$ cat src/rtl/iobuf_bank.sv
// iobuf_bank: per-channel IO buffer mode control with break-before-make dead time and synchronized input readback
// Ports: clock/reset (async active-high); mode_req[2*CH] per-channel 00 HiZ, 01 push-pull, 10 open-drain, 11 HiZ;
// din drive value; dout/dout_edge synchronized pin value and change pulse; busy dead-time flag;
// bufdir/bufod/bufdat_tristate_oe/bufdat_tristate_dout external buffer controls; bufdat_tristate_din raw pin input.
module iobuf_bank #(
  parameter int CHANNELS    = 8,
  parameter int TURN_CYCLES = 2,
  parameter int SYNC_STAGES = 2
) (
  input  logic                  clock,
  input  logic                  reset,
  input  logic [2*CHANNELS-1:0] mode_req,
  input  logic [CHANNELS-1:0]   din,
  output logic [CHANNELS-1:0]   dout,
  output logic [CHANNELS-1:0]   dout_edge,
  output logic [CHANNELS-1:0]   busy,
  output logic [CHANNELS-1:0]   bufdir,
  output logic [CHANNELS-1:0]   bufod,
  output logic [CHANNELS-1:0]   bufdat_tristate_oe,
  output logic [CHANNELS-1:0]   bufdat_tristate_dout,
  input  logic [CHANNELS-1:0]   bufdat_tristate_din
);
  localparam int CW = $clog2(TURN_CYCLES + 1);
  localparam logic [1:0] HIZ = 2'b00, PP = 2'b01, OD = 2'b10;
  typedef enum logic {STABLE, TURN} state_t;
  for (genvar g = 0; g < CHANNELS; g++) begin : ch
    state_t state, state_n;
    logic [1:0] cur, cur_n, tgt, tgt_n, req, eff;
    logic [CW-1:0] cnt, cnt_n;
    logic [SYNC_STAGES-1:0] sync;
    logic dir_q, oe_q, od_q, tdo_q, busy_q, edge_q;
    assign req = mode_req[2*g +: 2] == 2'b11 ? HIZ : mode_req[2*g +: 2];
    always_comb begin
      state_n = state;
      cur_n   = cur;
      tgt_n   = tgt;
      cnt_n   = cnt;
      if (state == STABLE) begin
        if (req != cur) begin
          if (req == HIZ) begin
            cur_n = HIZ;
          end else begin
            state_n = TURN;
            tgt_n   = req;
            cnt_n   = CW'(TURN_CYCLES);
          end
        end
      end else if (req == HIZ) begin
        state_n = STABLE;
        cur_n   = HIZ;
      end else if (req != tgt) begin
        // a new driving target restarts the whole dead-time window
        tgt_n = req;
        cnt_n = CW'(TURN_CYCLES);
      end else begin
        cnt_n = cnt - CW'(1);
        if (cnt == CW'(1)) begin
          state_n = STABLE;
          cur_n   = tgt;
        end
      end
    end
    // pins are computed from next state so they change on the same edge as the FSM
    assign eff = state_n == TURN ? HIZ : cur_n;
    always_ff @(posedge clock or posedge reset) begin
      if (reset) begin
        state  <= STABLE;
        cur    <= HIZ;
        tgt    <= HIZ;
        cnt    <= '0;
        dir_q  <= 1'b0;
        oe_q   <= 1'b0;
        od_q   <= 1'b1;
        tdo_q  <= 1'b0;
        busy_q <= 1'b0;
        edge_q <= 1'b0;
        sync   <= '0;
      end else begin
        state  <= state_n;
        cur    <= cur_n;
        tgt    <= tgt_n;
        cnt    <= cnt_n;
        dir_q  <= eff == PP;
        oe_q   <= eff == PP;
        od_q   <= eff == OD ? din[g] : 1'b1;
        tdo_q  <= din[g];
        busy_q <= state_n == TURN;
        edge_q <= sync[SYNC_STAGES-2] != sync[SYNC_STAGES-1];
        sync   <= {sync[SYNC_STAGES-2:0], bufdat_tristate_din[g]};
      end
    end
    assign bufdir[g]               = dir_q;
    assign bufdat_tristate_oe[g]   = oe_q;
    assign bufod[g]                = od_q;
    assign bufdat_tristate_dout[g] = tdo_q;
    assign busy[g]                 = busy_q;
    assign dout_edge[g]            = edge_q;
    assign dout[g]                 = sync[SYNC_STAGES-1];
    // the level shifter must never drive while the open-drain buffer pulls low
    assert property (@(posedge clock) disable iff (reset) !(dir_q && !od_q));
  end
endmodule

$ cat config.mk
export PLATFORM = sky130hd
export DESIGN_NAME = iobuf_bank
export DESIGN_NICKNAME = d
export VERILOG_FILES = /design/src/rtl/iobuf_bank.sv
export SDC_FILE = /design/constraint.sdc
export NUM_CORES = 1
export LEC_CHECK = 0
export ABC_CLOCK_PERIOD_IN_PS = 4050
export CAP_MARGIN = 20
export CORE_UTILIZATION = 53
export CTS_CLUSTER_SIZE = 8
export DETAILED_ROUTE_END_ITERATION = 8
export GPL_TIMING_DRIVEN = 1
export PLACE_DENSITY = 0.87
export SLEW_MARGIN = 10
export SYNTH_ARGS = -nofsm -noshare
export SYNTH_HDL_FRONTEND = slang
export SYNTH_SLANG_ARGS = --single-unit
$ cat constraint.sdc
create_clock -name clock -period 4.05 [get_ports clock]
set_input_delay 0.81 -clock clock [delete_from_list [all_inputs] [get_ports clock]]
set_output_delay 0.81 -clock clock [all_outputs]
set_load 0.02 [all_outputs]
# --- Word level (Yosys, flattened, before mapping) ---
# Cells that the tools add are included.
word_totals:
  elab_cells: 384
  out_inout_bits: 56
  reg_bits: 104
  in_bits: 34
classes:
  muxes: 200
  bitwise: 8
  addsub: 8
  reduce_logical: 32
  n_eq_ne: 64
op_table:
  columns: ["cell", "n"]
  rows:
  - ["2-bit two-way mux", 144]
  - ["1-bit two-way mux", 56]
  - ["2-bit by 1-bit == test with 1-bit output (second input constant)", 16]
  - ["2-bit == test (second input constant)", 16]
  - ["2-bit != test", 16]
  - ["3-bit AND reduction", 8]
  - ["2-bit logical NOT", 8]
  - ["2-bit by 1-bit != test with 1-bit output (second input constant)", 8]
  - ["2-bit AND reduction", 8]
  - ["2-bit nonzero test", 8]
  - ["2-bit by 1-bit subtractor with 2-bit output (second input constant)", 8]
  - ["1-bit != test", 8]
  - ["1-bit NOT", 8]

# --- Depth between registers and ports, before layout ---
# Gate-level depths: netlist of run 1.
logic_depth:
  depth_word: 9
  ltp_mapped: 7
  ltp_nobuf: 7

# --- Least setup slack after synthesis of run 1 ---
# Ideal clock, no wire load.
synth_path:
  path_kind: "input port to flip-flop"
  startpoint: "input port mode_req[9]"
  endpoint: "register ch[4].od_q"
  arrival_time_ns: 2.137
  setup_time_ns: 0.094
  slack_ns: 1.819
  path_stages: 7
  n_path_buf: 0
  cell_sequence: "inv_1 > ha_1 > xnor2_2 > nand3_2 > nor2_4 > and2b_4 > or4b_1"
synth_between:
  elab_chain_len: 9
  elab_cells_between_ends: 18
synth_rtl:
  columns: ["item", "line", "text"]
  rows:
  - ["start: declaration", "12", "input logic [2*CHANNELS-1:0] mode_req,"]
  - ["2-bit == test *", "32", "assign req = mode_req[2*g +: 2] == 2'b11 ? HIZ : mode_req[2*g +: 2];"]
  - ["2-bit two-way mux *", "32", null]
  - ["named net ch[4].req[0]", "28", "logic [1:0] cur, cur_n, tgt, tgt_n, req, eff;"]
  - ["2-bit != test / 2-bit logical NOT (equally long branches)", "51, 40, 48", null]
  - ["1-bit two-way mux, on equally long branches", "51, 40", null]
  - ["1-bit two-way mux, on equally long branches", "48, 39", null]
  - ["1-bit two-way mux *", "38", "if (state == STABLE) begin"]
  - ["named net ch[4].state_n", "27", "state_t state, state_n;"]
  - ["2-bit two-way mux *", "64", "assign eff = state_n == TURN ? HIZ : cur_n;"]
  - ["2-bit == test *", "85", "od_q <= eff == OD ? din[g] : 1'b1;"]
  - ["1-bit two-way mux *", "85", null]
  - ["end signal: assignment", "85", null]
  - ["end: declaration", "31", "logic dir_q, oe_q, od_q, tdo_q, busy_q, edge_q;"]
# Mark *: on every way through the listed nets, which the timed path passes. The rest lies on a longest branch.
# A chain may end at the register's enable or synchronous reset.

# --- Worst setup path after layout of run 1 ---
layout_path:
  startpoint: "input port mode_req[9]"
  endpoint: "register ch[4].od_q"
layout_between:
  elab_chain_len: 9
  elab_cells_between_ends: 18
layout_rtl:
  columns: ["item", "line"]
  rows:
  - ["2-bit == test *", "32"]
  - ["2-bit two-way mux *", "32"]
  - ["named net ch[4].req[0]", "28"]
  - ["2-bit != test / 2-bit logical NOT (equally long branches)", "51, 40, 48"]
  - ["2-bit two-way mux, on equally long branches", "51, 40"]
  - ["2-bit two-way mux, on equally long branches", "48, 39"]
  - ["2-bit two-way mux *", "38"]
  - ["named net ch[4].cur_n[1]", "28"]
  - ["2-bit two-way mux *", "64"]
  - ["2-bit == test *", "85"]
  - ["1-bit two-way mux *", "85"]
# Marks and branches as above.

==> results of run 1 <==
-- final timing paths --
path | from | endpoint
min | ch[2].sync[0] | ch[2].sync[1]
max reg2reg | ch[4].tgt[0] | ch[4].od_q
min reg2reg | ch[2].sync[0] | ch[2].sync[1]
min in group asynchronous | reset | ch[5].tgt[1]
max | mode_req[9] | ch[4].od_q
max in group asynchronous | reset | ch[3].od_q
-- cell type report --
cell class / instances / area, um^2
Clock inverter: 3 / 42.5
Sequential cell: 104 / 2610
Tap cell: 129 / 161
Timing Repair Buffer: 91 / 906
Multi-Input combinational cell: 263 / 1990
Clock buffer: 13 / 149
Inverter: 41 / 156
Fill cell: 725 / 3310
-- worst max-delay path: cells and delay by family --
family	cells	cell delay (ps)
buf+inv	2	530
simple gates	1	460
compound gates	3	440
xor+xnor	1	290
fa+ha+maj	1	260
-- cells in the final DEF (no fill, tap or decap), types with 7 or more instances in the layout --
cell type and instances:
inv_1 40, mux2_2 23, xor2_1 21, nand2_1 11, xnor2_1 13, dfstp_2 8
a31oi_1 12, and2_1 9, o211ai_1 7, a21oi_1 7, clkdlybuf4s50_1 89, dfrtp_1 96
o21ai_0 33, clkbuf_8 10, ha_1 24, nor3b_1 8, nor2_1 20, nand2b_1 8
nor3_1 14
-- metrics by stage --
step                std cells  power (uW)
finish                    644        2340
global route              644        2480
CTS                       644        2370
detailed placement        628        1740
global placement          628        1710
floorplan                 464        1600
-- layer usage --
metal / vias to the layer above / GRT usage [%]
met2: 81 / 31.9
met3: 15 / 3.26
met5: - / 0
met4: 0 / 8.25
met1: 1602 / 21.9
li1: 1615 / -
-- registers in the layout, indices dropped and copies added (netlist names) --
register / flops
ch.od_q: 8
ch.busy_q: 8
ch.oe_q: 8
ch.tdo_q: 8
ch.edge_q: 8
ch.sync: 16
ch.tgt: 16
ch.cnt: 16
ch.cur: 16
-- report_power, final --
group	total, uW	internal, uW	leakage (uW)	switching, uW
clock	625	303	0.0000936	321
combinational	490	239	0.00131	251
sequential	1230	1140	0.00130	82.5
total	2340	1690	0.00270	655
-- logic make-up after synthesis --
logic type      after synthesis  share of synthesized area (%)
mux                          25                           5.39
fa+ha+maj                    24                           5.80
xor+xnor                     36                           6.38
flops                       104                           50.5
compound gates               78                           9.21
simple gates                100                           11.6
buf+inv                      97                           11.1
==> metrics.md, run 1 <==
| Metric | Value |
|---|---|
| Initial antenna violation count | `0` |
| Finished Cell Area | `6020 um^2` |
| Drt total wl | `8570 um` |
| Worst Skew | `10.5 ps` |
| R2R setup slack | `2420 ps` |
| Top FF cell, synth | `dfrtp_1` |
| CTS clk-pin slew, worst paths | `90 ps` |
| CTS tree | `built` |
| Synth top cells by count | `dfrtp_1 (96), buf_4 (56), inv_1 (41)` |
| Most numerous cell in the Yosys netlist | `dfrtp_1` |
| Root buffer cell | `clkbuf_8` |
| Tcrit/Tclk final | `62.8%` |
| Global-route wire length before repair | `14500 um` |
| Die width | `101 um` |
| Starting DRT DRC Count | `107` |
| Clk sinks | `104` |
| CORE AREA | `9330 um^2` |
| Lkg Pwr | `0.00270 uW` |
| #FFs+latches synth | `104` |
| Largest area contributor in the netlist | `dfrtp_1` |
| Crit path DAT | `2800 ps` |
| Area share of the largest cell type after synthesis | `46.4%` |
| Min setup slack post-route | `1510 ps` |
| R2R depth | `5` |
| I/O Buffers | `89` |
| Vias per inst | `5.14` |
| WL per Instance | `13.3 um` |
| CTS Buf Count | `9` |
| Worst stage delay on the critical path | `480 ps` |
| Cells along the critical path | `clkdlybuf4s50_1 > inv_1 > ha_1 > xnor2_1 > a21boi_1 > o22ai_1 > o2bb2ai_1 > or4b_1` |
| Setup slack at placement | `1160 ps` |
| M1 WL | `3760 um` |
| Final core occ | `64.5%` |
| Hold-fix buffers, CTS | `0` |
| Mean post-synth cell area | `11.2 um^2` |
| Setup violators final | `0` |
| Clock tree buffer depth | `2` |
| RePlAce Congestion | `0.848` |
| Yosys cell types | `43` |
| Post-CTS Setup Inserts | `0` |
| Slew headroom | `53.9%` |
| Async SR Flop Fraction | `100%` |
| Grt total ovfl | `0` |
| Number of global-route vias before repair | `3310` |
| Smallest hold slack | `402 ps` |
| Outcome | `finished, final reports clean` |
| Critical path class | `input pin to flip-flop` |
| Max layer used | `met4` |
| Largest fanout on the critical path | `4` |
| Worst hold stages | `0` |
| Syn Nets | `522` |
| Met3 Routed Length | `341 um` |
| Final min period | `2540 ps` |
| DRC | `0` |
| Antenna diodes | `0` |
| Max-cap check violation count | `0` |
| Largest net degree at the start of global routing | `61` |
| H-Tree Depth | `3` |
| Final Max Slew Viols | `0` |
| Setup TNS | `0 ps` |
| Total Routing Usage GR | `18.2%` |
| Max VDD drop | `178 uV` |
| Worst slew pin tran | `691 ps` |
| Row cnt | `35` |
| Pwr dens | `389 nW/um^2` |
| Initial core utilization | `55.5%` |
| Post-CTS Resized | `0` |
| RSZ-0062 raised after global routing | `no` |
| Register area share after synthesis | `50.5%` |
| Ranking of synthesized cells by area | `dfrtp_1 (46%), buf_4 (8.1%), ha_1 (5.8%)` |
| Fin. Hold Viols | `0` |
| Detail Placement HPWL | `6600 um` |
| Worst-skew pair later-pin latency | `350 ps` |
| Max Clock Freq | `0.393 GHz` |
| Ys Warns | `0` |
| Critical Path Start Type | `input pin` |
| Hold Path Class | `flip-flop to flip-flop` |
| Layout cells sized above 1 | `11.1%` |
| Die height | `101 um` |
| Post-Syn Area | `5170 um^2` |
| Post-synth EDFFs | `0` |
| Critical path endpoint category | `flip-flop` |
| WL met2 | `4280 um` |
| Die Area | `10200 um^2` |
| # nets final | `568` |
| Antenna Nets Post-Route | `0` |
| Vias | `3313` |
| Gate count of the mapped netlist | `464` |
| Area Growth Syn to Fin | `16.2%` |
| Crit-path slowest cell | `clkdlybuf4s50_1` |
| 1st-pass router iterations | `4` |
| Dpl cell area | `5820 um^2` |
| Data required, critical path | `4310 ps` |
| I/O pin count | `90` |
No activity file was read; power rests on OpenSTA's default activity.
==> run 2: changes to the inputs <==
Settings changed: ABC_CLOCK_PERIOD_IN_PS 4050 to 2150, CORE_UTILIZATION 53 to 48, PLACE_DENSITY 0.87 to 0.83.
Clock period 4.05 ns to 2.15 ns, I/O delays scaled along.
==> run 2 against run 1 <==
Critical path depth is the same. Die area up 10%. Design area grew 4.6%. Sequential share of layout area is 1.9 points lower. Clock power is 94% higher. Via count rose by 5.7%. Clock skew rose by 1.3 ps. Clock-buffer cell count fell by 1. Non-clock buffer count grew 33. Sequential power increased by 88%. Combinational power rose by 110%. Largest power group unchanged.
==> metrics.md, run 2 (same netlist as run 1, synthesis figures left out) <==
| Metric | Value |
|---|---|
| Outcome | `finished, final reports clean (unchanged)` |
| Global-route wire length before repair | `15900 um (was 14500 um)` |
| Max VDD drop | `334 uV (was 178 uV)` |
| CTS tree | `built (unchanged)` |
| Reg2Reg Capture Point | `ch[6].od_q (was ch[4].od_q)` |
| Data required, critical path | `2430 ps (was 4310 ps)` |
| I/O Buffers | `89 (unchanged)` |
| Max Clock Freq | `0.474 GHz` |
| Commonest non-fill, non-tap cell in the layout | `dfrtp_1 (unchanged)` |
| RePlAce Congestion | `0.851 (was 0.848)` |
| Starting DRT DRC Count | `94 (was 107)` |
| Antenna diodes | `0 (unchanged)` |
| Commonest non-fill, non-tap cells in the layout | `dfrtp_1 (96), clkdlybuf4s50_1 (89), inv_1 (40) (unchanged)` |
| Max-cap check violation count | `0 (unchanged)` |
| 1st-pass router iterations | `4 (unchanged)` |
| Lkg Pwr | `0.00286 uW (was 0.00270 uW)` |
| Number of global-route vias before repair | `3585 (was 3310)` |
| Initial antenna violation count | `0 (unchanged)` |
| RSZ-0062 raised after global routing | `no (unchanged)` |
| R2R setup slack | `520 ps (was 2420 ps)` |
| Placed cells | `668 (was 628)` |
| Worst slew pin tran | `538 ps (was 691 ps)` |
| DRC | `0 (unchanged)` |
| Worst-skew pair later-pin latency | `350 ps (about the same)` |
| Die Area | `11200 um^2 (was 10200 um^2)` |
| Row cnt | `37 (was 35)` |
| Pwr Total | `4570 uW (was 2340 uW)` |
| Die width | `106 um (was 101 um)` |
| I/O pin count | `90 (unchanged)` |
| Worst hold stages | `0 (unchanged)` |
| Dpl cell area | `6090 um^2 (was 5820 um^2)` |
| Largest fanout on the critical path | `3 (was 4)` |
| CTS Buf Count | `9 (unchanged)` |
| Crit path DAT | `2390 ps (was 2800 ps)` |
| Drt total wl | `9200 um (was 8570 um)` |
| Antenna Nets Post-Route | `0 (unchanged)` |
| Critical Path Start Type | `input pin (unchanged)` |
| Finished Cell Area | `6290 um^2 (was 6020 um^2)` |
| Layout cells sized above 1 | `16.8% (was 11.1%)` |
| Tcrit/Tclk final | `98.2%` |
| Setup slack at placement | `-319 ps (was 1160 ps)` |
| Post-CTS Setup Inserts | `0 (unchanged)` |
| R2R Path Start | `ch[6].tgt[0] (was ch[4].tgt[0])` |
| Final min period | `2110 ps` |
| Min setup slack post-route | `39.0 ps (was 1510 ps)` |
| Cell Count, Final, Fillers Out | `684 (was 644)` |
| Fin. Hold Viols | `0 (unchanged)` |
| Clock tree buffer depth | `2 (unchanged)` |
| Root buffer cell | `clkbuf_8 (unchanged)` |
| Initial core utilization | `49.9% (was 55.5%)` |
| Pwr dens | `726 nW/um^2 (was 389 nW/um^2)` |
| Final Max Slew Viols | `0 (unchanged)` |
| Slew headroom | `64.1% (was 53.9%)` |
| Clk sinks | `104 (unchanged)` |
| CORE AREA | `10400 um^2 (was 9330 um^2)` |
| Largest net degree at the start of global routing | `105 (was 61)` |
| Critical path class | `input pin to flip-flop (unchanged)` |
| Vias per inst | `5.12 (was 5.14)` |
| R2R depth | `5 (unchanged)` |
| H-Tree Depth | `3 (unchanged)` |
| Detail Placement HPWL | `6890 um (was 6600 um)` |
| Vias | `3502 (was 3313)` |
| Hold-fix buffers, CTS | `0 (unchanged)` |
| # nets final | `601 (was 568)` |
| Setup violators final | `0 (unchanged)` |
| Area Growth Syn to Fin | `21.6% (was 16.2%)` |
| Hold Path Class | `flip-flop to flip-flop (unchanged)` |
| WL per Instance | `13.5 um (was 13.3 um)` |
| Hold EP | `ch[0].sync[1] (was ch[2].sync[1])` |
| Die height | `106 um (was 101 um)` |
| CTS clk-pin slew, worst paths | `100 ps (was 90 ps)` |
| Critical path endpoint category | `flip-flop (unchanged)` |
| Grt total ovfl | `0 (unchanged)` |
| Total Routing Usage GR | `17.5% (was 18.2%)` |
| Smallest hold slack | `396 ps (was 402 ps)` |
| Worst Skew | `11.8 ps (was 10.5 ps)` |
| HP Start | `ch[0].sync[0] (was ch[2].sync[0])` |
run 2: changes by cell type in the layout (fill, tap and decap cells not counted):
| cell | previous run | this run |
|---|---|---|
| inv_6 | 0 | 1 |
| buf_4 | 2 | 34 |
| buf_12 | 0 | 1 |
| ha_2 | 0 | 1 |
| ha_1 | 24 | 23 |
| clkinvlp_4 | 1 | 2 |
| clkbuf_1 | 3 | 2 |
| inv_4 | 1 | 0 |
run 2: worst max path at each step:
stage	startpoint	endpoint	slack [ps]
floorplan	mode_req[9]	ch[4].od_q	300
global placement	mode_req[9]	ch[4].od_q	-230
detailed placement	mode_req[13]	ch[6].od_q	-320
CTS	mode_req[13]	ch[6].od_q	70
global route	mode_req[8]	ch[4].od_q	0.4
finish	mode_req[13]	ch[6].od_q	40
run 2: per-layer routing:
layer	track usage (%)	part of all wire, %	vias to the layer above
met1	20.4	43	1710
met2	31.6	51	89
li1	-	-	1686
met5	0	0	-
met3	3.40	4.3	17
met4	6.65	1.7	0
run 2: metrics by stage:
stage | setup TNS [ps] | util [%]
after floorplan | 0 | -
after global placement | -3740 | 58.8
after detailed placement | -6420 | 58.8
after CTS | 0 | 60.7
after global routing | 0 | 60.7
final | 0 | 60.7
run 2: power breakdown:
| group | leakage [uW] | switching, uW | internal [uW] |
|---|---|---|---|
| clock | 0.0000970 | 639 | 575 |
| combinational | 0.00147 | 499 | 544 |
| sequential | 0.00130 | 155 | 2160 |
| total | 0.00286 | 1290 | 3280 |
run 2: cell type report:
cell class / instances / area (um^2)
fill: 834 / 4080
sequential: 104 / 2610
multi-input combinational: 263 / 1990
timing repair buffer: 124 / 1170
tap: 136 / 170
inverter: 41 / 158
clock buffer: 12 / 145
clock inverter: 4 / 51.3
run 2: worst max-delay path: stages:
cell	delay, ps
clkdlybuf4s50_1	500
inv_1	60
ha_1	250
xnor2_2	240
nand3_2	140
nor2_4	110
and2b_4	190
or4b_1	460
run 2: what timing repair did:
action,CTS,global route
hold endpoints to repair,0,0
gates resized for setup,0,1
endpoints found under the setup margin,0,2
